**src/rtl/keypad_pkg.sv**
```systemverilog
// keypad_pkg: shared types, key-code constants and column priority helper for the keypad scanner
package keypad_pkg;

    localparam int ROWS = 4;
    localparam int COLS = 4;

    typedef enum logic [1:0] {
        SCAN     = 2'd0,
        DEBOUNCE = 2'd1,
        PRESSED  = 2'd2,
        RELEASE  = 2'd3
    } state_t;

    // Key codes are {row_idx, col_idx}; names give the legend printed on the key
    localparam logic [3:0] KEY_A    = 4'h0;
    localparam logic [3:0] KEY_3    = 4'h1;
    localparam logic [3:0] KEY_2    = 4'h2;
    localparam logic [3:0] KEY_1    = 4'h3;
    localparam logic [3:0] KEY_B    = 4'h4;
    localparam logic [3:0] KEY_6    = 4'h5;
    localparam logic [3:0] KEY_5    = 4'h6;
    localparam logic [3:0] KEY_4    = 4'h7;
    localparam logic [3:0] KEY_C    = 4'h8;
    localparam logic [3:0] KEY_9    = 4'h9;
    localparam logic [3:0] KEY_8    = 4'hA;
    localparam logic [3:0] KEY_7    = 4'hB;
    localparam logic [3:0] KEY_D    = 4'hC;
    localparam logic [3:0] KEY_HASH = 4'hD;
    localparam logic [3:0] KEY_0    = 4'hE;
    localparam logic [3:0] KEY_STAR = 4'hF;

    // Index of the lowest active-low column; lowest index wins when several are low
    function automatic logic [1:0] first_low(input logic [COLS-1:0] col);
        first_low = 2'd0;
        for (int i = COLS - 1; i >= 0; i--)
            if (!col[i]) first_low = 2'(i);
    endfunction

endpackage

```
**src/rtl/keypad_col_sync.sv**
```systemverilog
// keypad_col_sync: two-flop synchronizer for the asynchronous keypad columns, idle value all ones
module keypad_col_sync
    import keypad_pkg::*;
(
    input  logic            clk,
    input  logic            rst,
    input  logic [COLS-1:0] col_raw,
    output logic [COLS-1:0] col_s
);

    logic [COLS-1:0] meta;

    // Two-stage capture; reset to "no column pulled low"
    always_ff @(posedge clk) begin
        if (rst) begin
            meta  <= '1;
            col_s <= '1;
        end else begin
            meta  <= col_raw;
            col_s <= meta;
        end
    end

endmodule

```
**src/rtl/keypad_scanner.sv**
```systemverilog
// keypad_scanner: row-scans a 4x4 keypad, debounces press/release and emits the pressed key code
module keypad_scanner
    import keypad_pkg::*;
#(
    parameter int SCAN_DIV     = 27000,
    parameter int DEBOUNCE_CNT = 10
) (
    input  logic            clk,
    input  logic            rst,
    input  logic [COLS-1:0] col_i,
    output logic [ROWS-1:0] row_o,
    output logic [3:0]      key_code,
    output logic            key_valid,
    output logic            key_held
);

    localparam int TW = (SCAN_DIV > 1) ? $clog2(SCAN_DIV) : 1;
    localparam int DW = $clog2(DEBOUNCE_CNT + 1);

    logic [COLS-1:0] col_s;
    logic [TW-1:0]   tick_cnt;
    logic            tick;
    state_t          state, state_n;
    logic [1:0]      row_idx, row_n;
    logic [1:0]      col_idx, col_n;
    logic [DW-1:0]   db_cnt, db_n;
    logic            valid_q, valid_n;
    logic [3:0]      code_q, code_n;
    logic [ROWS-1:0] row_q;
    logic            hit;
    logic            last;

    keypad_col_sync u_sync (
        .clk     (clk),
        .rst     (rst),
        .col_raw (col_i),
        .col_s   (col_s)
    );

    assign tick = tick_cnt == TW'(SCAN_DIV - 1);
    assign hit  = ~col_s[col_idx];
    assign last = db_cnt == DW'(DEBOUNCE_CNT - 1);

    // Free-running dwell counter; one sample tick per row dwell in every state
    always_ff @(posedge clk) begin
        if (rst) tick_cnt <= '0;
        else     tick_cnt <= tick ? '0 : tick_cnt + 1'b1;
    end

    // State register together with the scan/debounce datapath and registered outputs
    always_ff @(posedge clk) begin
        if (rst) begin
            state   <= SCAN;
            row_idx <= '0;
            col_idx <= '0;
            db_cnt  <= '0;
            valid_q <= 1'b0;
            code_q  <= KEY_A;
            row_q   <= 4'b1110;
        end else begin
            state   <= state_n;
            row_idx <= row_n;
            col_idx <= col_n;
            db_cnt  <= db_n;
            valid_q <= valid_n;
            code_q  <= code_n;
            row_q   <= ~(4'b0001 << row_idx);
        end
    end

    // Next state: everything advances only on tick, other keys ignored once a column is captured
    always_comb begin
        state_n = state;
        row_n   = row_idx;
        col_n   = col_idx;
        db_n    = db_cnt;
        valid_n = 1'b0;
        code_n  = code_q;
        if (tick) begin
            case (state)
                SCAN: begin
                    if (col_s != '1) begin
                        col_n   = first_low(col_s);
                        db_n    = DW'(1);
                        state_n = DEBOUNCE;
                    end else begin
                        row_n = row_idx + 2'd1;
                    end
                end
                DEBOUNCE: begin
                    if (!hit) begin
                        state_n = SCAN;
                        row_n   = row_idx + 2'd1;
                    end else if (last) begin
                        state_n = PRESSED;
                        valid_n = 1'b1;
                        code_n  = {row_idx, col_idx};
                    end else begin
                        db_n = db_cnt + 1'b1;
                    end
                end
                PRESSED: begin
                    if (!hit) begin
                        db_n    = DW'(1);
                        state_n = RELEASE;
                    end
                end
                RELEASE: begin
                    if (hit) begin
                        state_n = PRESSED;
                    end else if (last) begin
                        state_n = SCAN;
                        row_n   = row_idx + 2'd1;
                    end else begin
                        db_n = db_cnt + 1'b1;
                    end
                end
                default: state_n = SCAN;
            endcase
        end
    end

    // Outputs: held covers both the steady press and the release debounce window
    always_comb begin
        row_o     = row_q;
        key_code  = code_q;
        key_valid = valid_q;
        key_held  = (state == PRESSED) || (state == RELEASE);
    end

endmodule

```
**config.mk**
```make
export PLATFORM = sky130hd
export DESIGN_NAME = keypad_scanner
export DESIGN_NICKNAME = d
export VERILOG_FILES = /design/src/rtl/keypad_pkg.sv /design/src/rtl/keypad_col_sync.sv /design/src/rtl/keypad_scanner.sv
export SDC_FILE = /design/constraint.sdc
export NUM_CORES = 1
export LEC_CHECK = 0
export ABC_CLOCK_PERIOD_IN_PS = 3900
export CAP_MARGIN = 20
export CORE_ASPECT_RATIO = 2
export CORE_UTILIZATION = 61
export DETAILED_ROUTE_END_ITERATION = 6
export DONT_BUFFER_PORTS = 1
export PLACE_DENSITY = 0.87
export SLEW_MARGIN = 20
export SYNTH_ARGS = -nofsm -noshare
export SYNTH_HDL_FRONTEND = slang
export SYNTH_SLANG_ARGS = --single-unit
```
**constraint.sdc**
```tcl
create_clock -name clk -period 3.9 [get_ports clk]
set_input_delay 0.78 -clock clk [delete_from_list [all_inputs] [get_ports clk]]
set_output_delay 0.78 -clock clk [all_outputs]
set_load 0.1 [all_outputs]
```
==> results of run 1 <==
state kept, by name, indices dropped and copies added, names as in the netlist, named ones only:
| signal | count |
|---|---|
| col_idx | 2 |
| key_valid | 1 |
| key_code | 4 |
| db_cnt | 4 |
| tick_cnt | 15 |
| state | 1 |
| u_sync.col_s | 4 |
| row_idx | 2 |
| u_sync.meta | 4 |
| row_o | 4 |
path summary, 6_finish.rpt:
kind                                      from              end  slack, ps  cells after the start
worst max-delay path               tick_cnt[0]        db_cnt[2]        820                      6
worst min-delay path            u_sync.meta[3]  u_sync.col_s[3]        410                      1
worst max register to register     tick_cnt[0]        db_cnt[2]        820                      6
worst min register to register  u_sync.meta[3]  u_sync.col_s[3]        410                      1
final cells by class:
class / instances / area [µm²] / area share, %
clock buffers: 6 / 82.6 / 4.17
flip-flops and latches: 42 / 841 / 42.4
inverters: 10 / 37.5 / 1.89
well taps: 30 / 37.5 / 1.89
multi-input cells: 141 / 953 / 48.1
clock inverters: 1 / 30.0 / 1.52
metal layers:
metal  global-route usage, %  share of wire (%)  vias to the layer above
met5                       0                  0                        -
met4                    20.7                5.9                        0
met3                    6.63                4.2                       22
met2                    43.9                 55                       50
met1                    24.3                 35                      681
li1                        -                  -                      696
worst register-to-register path, delay by kind of cell (launching register included):
kind / cells / cell delay, ps
AND/OR/NAND/NOR: 2 / 1150
AO/OA/AOI/OAI: 3 / 1190
adder cells (fa/ha/maj): 1 / 280
flip-flops: 1 / 370
kinds of logic (layout without fill, tap and decap cells):
logic type	Yosys count	in the layout
AOI/OAI and AO/OA	24	24
muxes	9	9
buffers and inverters	17	17
adders and majority gates	11	11
and+or+nand+nor	85	85
xor gates and xnor gates	12	12
DFF	42	42
layout by cell type, fill, tap and decap left out, types with 2 or more instances in the layout:
cell type and instances:
a211oi_1 2, a21oi_1 5, a311oi_1 3, and3_1 3, clkbuf_8 6, dfxtp_1 42, ha_1 11, inv_1 10
mux2i_1 7, nand2_1 13, nand3_1 10, nand4_1 2, nand4b_1 2, nor2_1 27, nor3_1 6, nor4_1 2
o21ai_0 4, or2_2 9, or3_1 2, or4_1 3, xnor2_1 6, xor2_1 6
power by group through the flow:
stage / Sequential [mW] / Clock [mW] / Combinational, mW
floorplan: 0.448 / 0 / 0.0194
global placement: 0.449 / 0 / 0.0191
detailed placement: 0.449 / 0 / 0.0203
CTS: 0.439 / 0.347 / 0.0204
global route: 0.440 / 0.364 / 0.0228
finish: 0.440 / 0.341 / 0.0207
per-stage QoR:
step | hold slack, ps | power (mW) | area (µm²) | setup WS, ps
CTS | 413 | 0.807 | 1980 | 823
detailed placement | 396 | 0.470 | 1870 | 871
finish | 411 | 0.801 | 1980 | 824
global route | 421 | 0.827 | 1980 | 511
floorplan | 389 | 0.468 | 1860 | 1140
global placement | 393 | 0.468 | 1870 | 1040
==> run summary, run 1 <==
number of synthesized flops with an enable pin: 0
fin nets: 217
Mapped Avg Cell Area: 9.30 µm²
PD cells: 404 mW/mm²
crit end category: flop
Top delay family on crit path: compound AO/OA/AOI/OAI gates
DRC Markers: 0
Clock Tree Root: clkbuf_8
pin count of the biggest net entering global routing: 27
largest family of logic cells by synthesized area: simple AND/OR/NAND/NOR gates
register bit total from synthesis: 42
Switching Share: 19.1%
asr flop ratio synth: 0%
Starting Density: 63.2%
CTS Buf Count: 5
Flop pwr share: 54.9%
Total Wirelength: 3.65 mm
Critical Path, Cell by Cell: ha_1 > or4b_1 > or4_1 > a2111oi_0 > a21oi_1 > a311oi_1
Gate Count Post-Synth: 200
adder-cell share of the synthesized area: 7.40%
post_cts resized: 0
Core ar.: 0.00294 mm²
layout cells sized above 1: 10.0%
CTS Hold Bufs: 0
Hold WC Path Type: flop to flop
Synth Area in XOR/XNOR: 5.65%
synth unique cells: 41
Pint: 0.648 mW
critical path data arrival time: 3280 ps
vias in the first global route: 1411
Hold Fails Final Rpt: 0
Static Leakage: 0.727 nW
Post-DRT Antenna Nets: 0
per-cell routed wire length: 15.9 µm
grt total ovfl: 0
Final Critical Period: 3080 ps
Net Sw Power: 0.153 mW
placed insts: 223
area leader, netlist: dfxtp_1
Synth top cells by count: dfxtp_1, nor2_1, nand2_1, ha_1
setup tns final: 0 ps
worst path bufs/invs: 0
status: finished, final reports clean
clock tree buffer depth: 2
CP startpoint kind: flop
Worst Path Required: 4100 ps
slowest stage delay, CP: 760 ps
Area Growth Syn to Fin: 6.59%
Net Count, Synth: 217
first-pass GRT wire length: 5.91 mm
die extent in y: 80.1 µm
gr usage total: 26.4%
first drt pass iteration count: 4
YS warnings: 0
FILL cells: 247
total of max-cap violations: 0
Final Non-Filler Cells: 230
Final Setup Violations: 0
Primary FF master, synth: dfxtp_1
port bufs: 0
Max-slew headroom: 35.2%
initial antenna violation count: 0
ranking of synthesized cells by area: dfxtp_1, ha_1, nor2_1, mux2i_1, or2_2
fmax: 0.325 GHz
GPL Wtd Cong: 0.938
diode count: 0
multiplexer share of the synthesized area: 5.59%
most common cell in the netlist: dfxtp_1
unrepaired setup endpoints after global routing: no
Final Core Density: 67.3%
clk slew on worst S/H paths: 70 ps
TritonCTS clock tree: done
combinational share of power: 2.6%
Cell Area, Synth: 0.00186 mm²
final worst-path cycle share: 78.9%
Sink Count: 42
Worst-Margin Slew: 970 ps
Max Slew Vio Count: 0
First DRT Iteration DRCs: 45
Worst Skew: 4.08 ps
Yosys top cell area share: 45.2%
H-tree depth: 2
sequential-to-total area share from yosys stat: 45.2%
Die Footprint: 0.00329 mm²
via/cell ratio: 6.30
crit path kind: flop to flop
worst skew pair latency: 290 ps
Post-CTS Setup Inserts: 0
slowest stage cell, crit path: a2111oi_0
io pins: 16
die width: 41.0 µm
Worst VDD drop: 0.000348 V
simple-gate portion of the synthesized area: 23.4%
crit-path max FO: 7
compound-cell area share of the yosys netlist: 9.29%
row cnt: 28
hpwl dp: 2.65 mm
via count: 1449
clock power share: 42.6%
(Power assumes the default switching activity.)
==> run 2, diff against run 1 <==
--- a/config.mk
+++ b/config.mk
@@ -5,13 +5,13 @@
 export SDC_FILE = /design/constraint.sdc
 export NUM_CORES = 1
 export LEC_CHECK = 0
-export ABC_CLOCK_PERIOD_IN_PS = 3900
+export ABC_CLOCK_PERIOD_IN_PS = 2500
 export CAP_MARGIN = 20
 export CORE_ASPECT_RATIO = 2
-export CORE_UTILIZATION = 61
+export CORE_UTILIZATION = 55
 export DETAILED_ROUTE_END_ITERATION = 6
 export DONT_BUFFER_PORTS = 1
-export PLACE_DENSITY = 0.87
+export PLACE_DENSITY = 0.83
 export SLEW_MARGIN = 20
 export SYNTH_ARGS = -nofsm -noshare
 export SYNTH_HDL_FRONTEND = slang
==> constraint.sdc (replaced) <==
create_clock -name clk -period 2.5 [get_ports clk]
set_input_delay 0.5 -clock clk [delete_from_list [all_inputs] [get_ports clk]]
set_output_delay 0.5 -clock clk [all_outputs]
set_load 0.1 [all_outputs]
==> run 2 against run 1 <==
Clock power grew 54%. Global-route usage down 4.0 points. Sequential cell count did not move. Design area increased by 10%. Largest cell class unchanged. Critical path depth unchanged. Register-to-register slack worse by 770 ps. Clock-buffer cell count unchanged. Power grew 56%. First-iteration DRC count decreased by 53%. Clock skew is essentially flat. Via count rose by 2.5%. Setup slack got worse by 770 ps.
==> run summary, run 2 (synthesis gave the netlist of run 1 again) <==
status: finished, final reports clean
Flop pwr share: 55.0%
hpwl dp: 2.66 mm
fin nets: 239
Static Leakage: 0.840 nW
setup slack after layout: 53.6 ps
Clock Tree Root: clkbuf_8
first-pass GRT wire length: 6.18 mm
worst reg-to-reg path cell count: 6
Final Setup Violations: 0
Final Non-Filler Cells: 254
final worst-path cycle share: 97.9%
clock power share: 42.0%
clock tree buffer depth: 2
Max Slew Vio Count: 0
hold path cells: 1
Sink Count: 42
pre-CTS setup slack: 52.7 ps
worst skew pair latency: 300 ps
Hold WC Path Type: input pin to flop
Critical Path, Cell by Cell: ha_4 > or4b_4 > or4_4 > a2111o_1 > or4_1 > a21oi_1
Worst Skew: 4.56 ps
first drt pass iteration count: 4
Worst-Margin Slew: 540 ps
via count: 1485
CTS Hold Bufs: 0
most frequent cells in the layout: dfxtp_1, nor2_1, buf_4
Final Core Density: 68.3%
Area Growth Syn to Fin: 17.4%
slowest stage cell, crit path: or4_4
gr usage total: 22.4%
Net Sw Power: 0.254 mW
fmax: 0.409 GHz
Worst VDD drop: 0.000584 V
placed insts: 245
Pint: 0.995 mW
Switching Share: 20.3%
CP startpoint kind: flop
Post-DRT Antenna Nets: 0
Die Footprint: 0.00363 mm²
initial antenna violation count: 0
Final Critical Period: 2450 ps
Hold Fails Final Rpt: 0
diode count: 0
pin count of the biggest net entering global routing: 27
crit end category: flop
Top reg by flops: tick_cnt
port bufs: 0
row cnt: 29
total power draw: 1.25 mW
layout cells sized above 1: 22.0%
io pins: 16
die width: 43.1 µm
slowest stage delay, CP: 480 ps
critical path data arrival time: 2680 ps
PD cells: 572 mW/mm²
H-tree depth: 2
First DRT Iteration DRCs: 21
vias in the first global route: 1516
Total Wirelength: 3.71 mm
max reg flops: 15
CTS Buf Count: 5
die extent in y: 84.2 µm
crit path kind: flop to flop
DRC Markers: 0
total of max-cap violations: 0
via/cell ratio: 5.85
GPL Wtd Cong: 0.884
Starting Density: 58.2%
grt total ovfl: 0
per-cell routed wire length: 14.6 µm
clk slew on worst S/H paths: 80 ps
commonest non-fill, non-tap cell in the layout: dfxtp_1
Core ar.: 0.00319 mm²
combinational share of power: 3.1%
TritonCTS clock tree: done
Max-slew headroom: 63.7%
crit-path max FO: 5
Worst Path Required: 2740 ps
[run 2: cell count changes in the layout (fill, tap and decap cells not counted), sizes merged]
cell	delta
buf	+22
clkinvlp	+1
[run 2: stage by stage]
stage | hold slack [ps] | instance area (µm²) | TNS, ps
after global placement | 391 | 2040 | 0
after detailed placement | 399 | 2040 | 0
after global routing | 244 | 2180 | -1.04
final | 259 | 2180 | 0
after floorplan | 389 | 1880 | 0
after CTS | 245 | 2150 | 0
[run 2: final timing paths]
kind	from	to	slack, ps
worst min register to register	u_sync.meta[1]	u_sync.col_s[1]	410
worst min-delay path	rst	flop	260
worst max register to register	tick_cnt[0]	flop	50
worst max-delay path	tick_cnt[0]	flop	50
[run 2: worst max-delay path: cells and delay by family, from the launching register on]
family          cells  cell delay [ps]
compound gates      2              450
simple gates        3             1430
flops               1              370
fa+ha+maj           1              130
[run 2: timing repair]
item                                    in CTS  in global routing
endpoints found under the setup margin       0                  7
resized for setup                            0                  5
buffers inserted                             0                  1
[run 2: power groups by stage]
stage | Clock (mW) | Sequential [mW] | Combinational, mW
6_report | 0.524 | 0.686 | 0.0383
3_5_place_dp | 0 | 0.702 | 0.0370
2_1_floorplan | 0 | 0.701 | 0.0315
3_3_place_gp | 0 | 0.701 | 0.0347
5_1_grt | 0.564 | 0.688 | 0.0432
4_1_cts | 0.543 | 0.686 | 0.0371
[run 2: cell type report]
class                   count  area [µm²]
clock inverters             2        37.5
repair buffers             22         169
multi-input cells         141         983
inverters                  10        37.5
fillers                   242        1010
flip-flops and latches     42         843
clock buffers               6        72.6
well taps                  31        38.8
[run 2: layer usage]
metal / track usage (%) / vias up / share of wire [%]
met5: 0 / - / 0
met4: 15.7 / 0 / 4.7
met3: 6.45 / 17 / 4.0
met2: 39.3 / 40 / 56
met1: 20.7 / 691 / 35
li1: - / 737 / -
